`config.mk`:
```
export PLATFORM = sky130hd
export DESIGN_NAME = irq_ctrl_flat
export DESIGN_NICKNAME = d
export VERILOG_FILES = /design/src/rtl/irq_ctrl_if.sv /design/src/rtl/irq_ctrl.sv /design/src/flat_wrapper.sv
export SDC_FILE = /design/constraint.sdc
export NUM_CORES = 1
export LEC_CHECK = 0
export BUFFER_PORTS_ARGS = -buffer_cell sky130_fd_sc_hd__buf_2
export CAP_MARGIN = 20
export CORE_ASPECT_RATIO = 2
export CORE_MARGIN = 8
export CORE_UTILIZATION = 40
export CTS_BUF_LIST = sky130_fd_sc_hd__clkbuf_8
export CTS_CLUSTER_DIAMETER = 40
export DETAILED_ROUTE_END_ITERATION = 7
export GPL_TIMING_DRIVEN = 1
export PLACE_DENSITY = 0.59
export SLEW_MARGIN = 20
export SYNTH_ARGS = -nofsm -noshare
export SYNTH_HDL_FRONTEND = slang
export SYNTH_SLANG_ARGS = --single-unit
```
`constraint.sdc`:
```
create_clock -name clk -period 5.45 [get_ports clk]
set_input_delay 1.09 -clock clk [delete_from_list [all_inputs] [get_ports clk]]
set_output_delay 1.09 -clock clk [all_outputs]
set_load 0.1 [all_outputs]
```
`src/rtl/irq_ctrl_if.sv`:
```
// CSR read/write port and interrupt handshake between the core and irq_ctrl.
// The core drives as master and irq_ctrl responds as slave.
interface irq_ctrl_if;
   logic [11:0] csr_addr;
   logic [1:0]  csr_write;
   logic [31:0] csr_data_in;
   logic [31:0] csr_data_out;
   logic        csr_hit;
   logic        csr_error;
   logic        irq_req;
   logic [4:0]  irq_cause;
   logic        irq_take;

   modport master (
      output csr_addr, csr_write, csr_data_in, irq_take,
      input  csr_data_out, csr_hit, csr_error, irq_req, irq_cause
   );

   modport slave (
      input  csr_addr, csr_write, csr_data_in, irq_take,
      output csr_data_out, csr_hit, csr_error, irq_req, irq_cause
   );
endinterface

```
`src/rtl/irq_ctrl.sv`:
```
// Machine-mode interrupt controller: mie/mip CSRs, 64-bit mtime/mtimecmp timer,
// external IRQ synchronizer and a request/take handshake FSM toward writeback.
module irq_ctrl (
   input  logic       clk,
   input  logic       reset,
   irq_ctrl_if.slave  bus,
   input  logic       ext_irq,
   input  logic       mstatus_mie
);
   localparam logic [11:0] ADDR_MIE     = 12'h304;
   localparam logic [11:0] ADDR_MIP     = 12'h344;
   localparam logic [11:0] ADDR_CMP_LO  = 12'h7C0;
   localparam logic [11:0] ADDR_CMP_HI  = 12'h7C1;
   localparam logic [11:0] ADDR_TIME_LO = 12'h7C2;
   localparam logic [11:0] ADDR_TIME_HI = 12'h7C3;
   localparam logic [31:0] MIE_MASK     = 32'h0000_0888;
   localparam logic [4:0]  CAUSE_MSI    = 5'd3;
   localparam logic [4:0]  CAUSE_MTI    = 5'd7;
   localparam logic [4:0]  CAUSE_MEI    = 5'd11;
   localparam int          SYNC_STAGES  = 2;

   typedef enum logic [1:0] {IDLE, REQ, HOLD} state_t;

   state_t                   state_reg, state_next;
   logic [4:0]               cause_reg, cause_next;
   logic [31:0]              mie_reg, mie_next;
   logic                     msip_reg, msip_next;
   logic                     mtip_reg;
   logic [63:0]              mtime_reg;
   logic [63:0]              mtimecmp_reg, mtimecmp_next;
   logic [SYNC_STAGES-1:0]   ext_sync_reg;

   logic        meip;
   logic [31:0] mip;
   logic [31:0] rd_val;
   logic        hit;
   logic        err;
   logic        wr_en;
   logic [31:0] wr_val;
   logic [31:0] pend;
   logic        pend_any;
   logic [4:0]  top_cause;

   assign meip = ext_sync_reg[SYNC_STAGES-1];
   assign mip  = {20'b0, meip, 3'b0, mtip_reg, 3'b0, msip_reg, 3'b0};

   // Read mux doubles as the address decoder; unmapped addresses read 0.
   always_comb begin
      rd_val = 32'h0;
      hit    = 1'b1;
      case (bus.csr_addr)
         ADDR_MIE:     rd_val = mie_reg;
         ADDR_MIP:     rd_val = mip;
         ADDR_CMP_LO:  rd_val = mtimecmp_reg[31:0];
         ADDR_CMP_HI:  rd_val = mtimecmp_reg[63:32];
         ADDR_TIME_LO: rd_val = mtime_reg[31:0];
         ADDR_TIME_HI: rd_val = mtime_reg[63:32];
         default:      hit    = 1'b0;
      endcase
   end

   assign err   = hit && (bus.csr_write != 2'b00)
                  && ((bus.csr_addr == ADDR_TIME_LO) || (bus.csr_addr == ADDR_TIME_HI));
   assign wr_en = hit && (bus.csr_write != 2'b00) && !err;

   always_comb begin
      wr_val = rd_val;
      case (bus.csr_write)
         2'b01:   wr_val = bus.csr_data_in;
         2'b10:   wr_val = rd_val | bus.csr_data_in;
         2'b11:   wr_val = rd_val & ~bus.csr_data_in;
         default: wr_val = rd_val;
      endcase
   end

   // Only MSIP is software-writable in mip; MTIP/MEIP track their sources.
   always_comb begin
      mie_next      = mie_reg;
      msip_next     = msip_reg;
      mtimecmp_next = mtimecmp_reg;
      if (wr_en) begin
         case (bus.csr_addr)
            ADDR_MIE:    mie_next = wr_val & MIE_MASK;
            ADDR_MIP:    msip_next = wr_val[3];
            ADDR_CMP_LO: mtimecmp_next[31:0] = wr_val;
            ADDR_CMP_HI: mtimecmp_next[63:32] = wr_val;
            default:     ;
         endcase
      end
   end

   always_ff @(posedge clk) begin
      if (reset) begin
         mie_reg      <= 32'h0;
         msip_reg     <= 1'b0;
         mtip_reg     <= 1'b0;
         mtime_reg    <= 64'h0;
         mtimecmp_reg <= 64'hFFFF_FFFF_FFFF_FFFF;
         ext_sync_reg <= '0;
      end else begin
         mie_reg      <= mie_next;
         msip_reg     <= msip_next;
         mtip_reg     <= (mtime_reg >= mtimecmp_reg);
         mtime_reg    <= mtime_reg + 64'd1;
         mtimecmp_reg <= mtimecmp_next;
         ext_sync_reg <= {ext_sync_reg[SYNC_STAGES-2:0], ext_irq};
      end
   end

   assign pend     = mstatus_mie ? (mip & mie_reg) : 32'h0;
   assign pend_any = |pend;

   always_comb begin
      top_cause = 5'd0;
      if (pend[11])     top_cause = CAUSE_MEI;
      else if (pend[3]) top_cause = CAUSE_MSI;
      else if (pend[7]) top_cause = CAUSE_MTI;
   end

   // A take wins over a same-cycle withdrawal so the sampled cause is honoured.
   always_comb begin
      state_next = state_reg;
      cause_next = cause_reg;
      case (state_reg)
         IDLE: begin
            if (pend_any) begin
               state_next = REQ;
               cause_next = top_cause;
            end
         end
         REQ: begin
            if (bus.irq_take) begin
               state_next = HOLD;
            end else if (!pend_any) begin
               state_next = IDLE;
            end else begin
               cause_next = top_cause;
            end
         end
         HOLD:    state_next = IDLE;
         default: state_next = IDLE;
      endcase
   end

   always_ff @(posedge clk) begin
      if (reset) begin
         state_reg <= IDLE;
         cause_reg <= 5'd0;
      end else begin
         state_reg <= state_next;
         cause_reg <= cause_next;
      end
   end

   assign bus.csr_data_out = rd_val;
   assign bus.csr_hit      = hit;
   assign bus.csr_error    = err;
   assign bus.irq_req      = (state_reg == REQ) && !reset;
   assign bus.irq_cause    = reset ? 5'd0 : cause_reg;
endmodule

```
`src/flat_wrapper.sv`:
```
// flat-port wrapper written by rule: the top's interface ports become plain ports
module irq_ctrl_flat 
  (clk, reset, ext_irq, mstatus_mie, bus_csr_addr, bus_csr_write, bus_csr_data_in, bus_irq_take, bus_csr_data_out, bus_csr_hit, bus_csr_error, bus_irq_req, bus_irq_cause);
  irq_ctrl_if bus_i ();
  input  logic clk;
  input  logic reset;
  input  logic ext_irq;
  input  logic mstatus_mie;
  input wire logic [$bits(bus_i.csr_addr)-1:0] bus_csr_addr;
  input wire logic [$bits(bus_i.csr_write)-1:0] bus_csr_write;
  input wire logic [$bits(bus_i.csr_data_in)-1:0] bus_csr_data_in;
  input wire logic [$bits(bus_i.irq_take)-1:0] bus_irq_take;
  output wire logic [$bits(bus_i.csr_data_out)-1:0] bus_csr_data_out;
  output wire logic [$bits(bus_i.csr_hit)-1:0] bus_csr_hit;
  output wire logic [$bits(bus_i.csr_error)-1:0] bus_csr_error;
  output wire logic [$bits(bus_i.irq_req)-1:0] bus_irq_req;
  output wire logic [$bits(bus_i.irq_cause)-1:0] bus_irq_cause;
  assign bus_i.csr_addr = bus_csr_addr;
  assign bus_i.csr_write = bus_csr_write;
  assign bus_i.csr_data_in = bus_csr_data_in;
  assign bus_i.irq_take = bus_irq_take;
  assign bus_csr_data_out = bus_i.csr_data_out;
  assign bus_csr_hit = bus_i.csr_hit;
  assign bus_csr_error = bus_i.csr_error;
  assign bus_irq_req = bus_i.irq_req;
  assign bus_irq_cause = bus_i.irq_cause;
  irq_ctrl u_core (.clk(clk), .reset(reset), .bus(bus_i), .ext_irq(ext_irq), .mstatus_mie(mstatus_mie));
endmodule
```
==> run metrics <==
crit path launch type input port; routability cong. 0.846; Final Cycle Share between 70% and 80%; Global Route Usage Sum around a fifth; Antenna Violating Nets Remaining 0; Design Area, Final between 10000 and 15000 um^2; post-cts gate resize count 0; vias in the first global route about 8000; status finished, final reports clean; Fin. Hold Viols 0; Initial Utilization between 40% and 50%; mean area per synthesized cell roughly 8.6 um^2; min Tclk post-route between 4 and 5 ns; HP Class flop to flop; Cell Area, Synth between 9000 and 10000 um^2; Max Cap Viol 0; largest net degree at the start of global routing between 70 and 80; pwr/cell area between 200 and 250 nW/um^2; Yosys reg bits between 100 and 150; syn_nets 1199; num rows between 70 and 80; commonest non-fill, non-tap cell in the layout nor2_1; clk slew on worst S/H paths around 0.080 ns; leakage dissipation 0.00451 uW; drc violations 0; clock buffer depth 2; Die Ht between 200 and 250 um; Achievable Freq 233 MHz; DR WL/cell ~19 um; Worst Tran Pin Value ~1.0 ns; post-synth cell types 73; Clock Latency Late Sink around 0.45 ns; synthesis-to-finish area growth 10.6%; Max VDD drop about 0.00015 V; number of antenna violations at the first check in global routing 1; Post-DP Area between 9000 and 10000 um^2; synth warn 0; Fin Setup TNS 0 ns; Ports 91; hold buffer count at cts 0; # fillers 2336; setup bufs post-CTS 0; TritonCTS clock tree yes; routed wire length 26.8 mm; Max FO, Critical Path 31; WP data required approximately 4.4 ns; Final Setup Violations 0; gr ovfl total 0; Crit. End Element primary output; Syn Inst Count 1083; CTS H-tree depth 4; Slew HR a little over 30%; RSZ-0062 raised after global routing no; global-route wire length before repair about 42 mm; Clock Sinks 140; Layout Nets 1255; CTS root buffer clkbuf_8; layout cell share with drive strength beyond 1 ~18%; Die Wd roughly 120 um; input/output buffers between 80 and 90; crit path DAT between 3 and 4 ns; Setup CP Type input port to primary output; max-slew violations 0; TritonRoute pass-1 iters 4; Post-synth EDFFs 0; detailed placement HPWL 20.0 mm; number of CTS-inserted buffers 17; Main synth FF type dfxtp_1; Seq/Total Area, Yosys roughly 30%; Final Skew roughly 0.015 ns; core area between 20000 and 25000 um^2; Die Area roughly 29000 um^2; First DRT Iteration DRCs approximately 430; commonest non-fill, non-tap cells in the layout nor2_1, dfxtp_1, buf_2, inv_1, nand3_1; via count 8102; async set-reset flop share out of synthesis 0%; vias per inst 5.65
[per-stage QoR]
stage	std cells	power [uW]	hold slack, ns	setup slack (ns)	utilization [%]
4_1_cts	1433	2110	0.455	1.11	44.8
6_report	1434	2080	0.445	1.16	44.8
3_5_place_dp	1403	1240	0.436	1.11	43.1
5_1_grt	1434	2170	0.470	0.983	44.8
2_1_floorplan	1083	1180	0.414	0.341	-
3_3_place_gp	1403	1230	0.438	1.11	43.1
[worst max-delay path: stages]
cell and delay (ns):
buf_2 0.73, buf_4 0.36, mux4_2 0.51, nor2b_1 0.16, buf_2 0.33
[logic make-up after synthesis]
family          after synthesis  share of synthesized area, %
compound gates              173                          12.2
xor+xnor                     57                          5.33
fa+ha+maj                    65                          8.68
buf+inv                     139                          6.48
flops                       140                          29.9
mux                          64                          11.2
other cells                   1                        0.0400
simple gates                444                          26.2
[worst paths after layout]
check / start / endpoint / slack, ns / cells after the start
max reg2reg: u_core.mtime_reg[15] / u_core.mtip_reg / 2.76 / 7
max: bus_csr_addr[1] / bus_csr_data_out[21] / 1.16 / 5
min reg2reg: u_core.ext_sync_reg[0] / u_core.ext_sync_reg[1] / 0.45 / 1
min: u_core.ext_sync_reg[0] / u_core.ext_sync_reg[1] / 0.45 / 1
[cells in the mapped netlist (14+ instances only)]
cell        n  share of area, %
o311ai_1   24               2.2
nand3_1    68               3.6
nand4_1    15               1.0
o21ai_0    14              0.75
mux4_2     31               7.5
nor3_1     45               2.4
clkbuf_1   36               1.4
mux2i_1    29               3.1
ha_1       65               8.7
xnor2_1    39               3.6
nand2_1    49               2.0
xor2_1     18               1.7
dfxtp_1   140                30
o21bai_1   29               2.3
inv_1      76               3.0
nor2b_1    30               2.0
a21oi_1    67               3.6
nor2_1    141               5.7
[power by group]
group	leakage (uW)	switching (uW)	internal [uW]	total [uW]
sequential	0.00113	3.98	1020	1030
clock	0.000198	411	457	868
combinational	0.00318	111	71.5	182
total	0.00451	526	1550	2080
[per-layer routing]
| metal | GRT usage [%] | routed length [um] |
|---|---|---|
| met5 | 0 | 0 |
| met4 | 9.17 | 943 |
| met3 | 2.26 | 758 |
| met2 | 37.0 | 15300 |
| met1 | 18.9 | 9780 |
[area by class of cell]
| type | instances | area [um^2] | share of cell area, % |
|---|---|---|---|
| Timing Repair Buffer | 99 | 539 | 5.21 |
| Multi-Input combinational cell | 804 | 5980 | 57.7 |
| Inverter | 77 | 289 | 2.79 |
| Clock buffer | 18 | 248 | 2.39 |
| Tap cell | 283 | 354 | 3.42 |
| Clock inverter | 12 | 149 | 1.44 |
| Antenna cell | 1 | 2.50 | 0.0242 |
| Sequential cell | 140 | 2800 | 27.1 |
(Power assumes the default switching activity.)
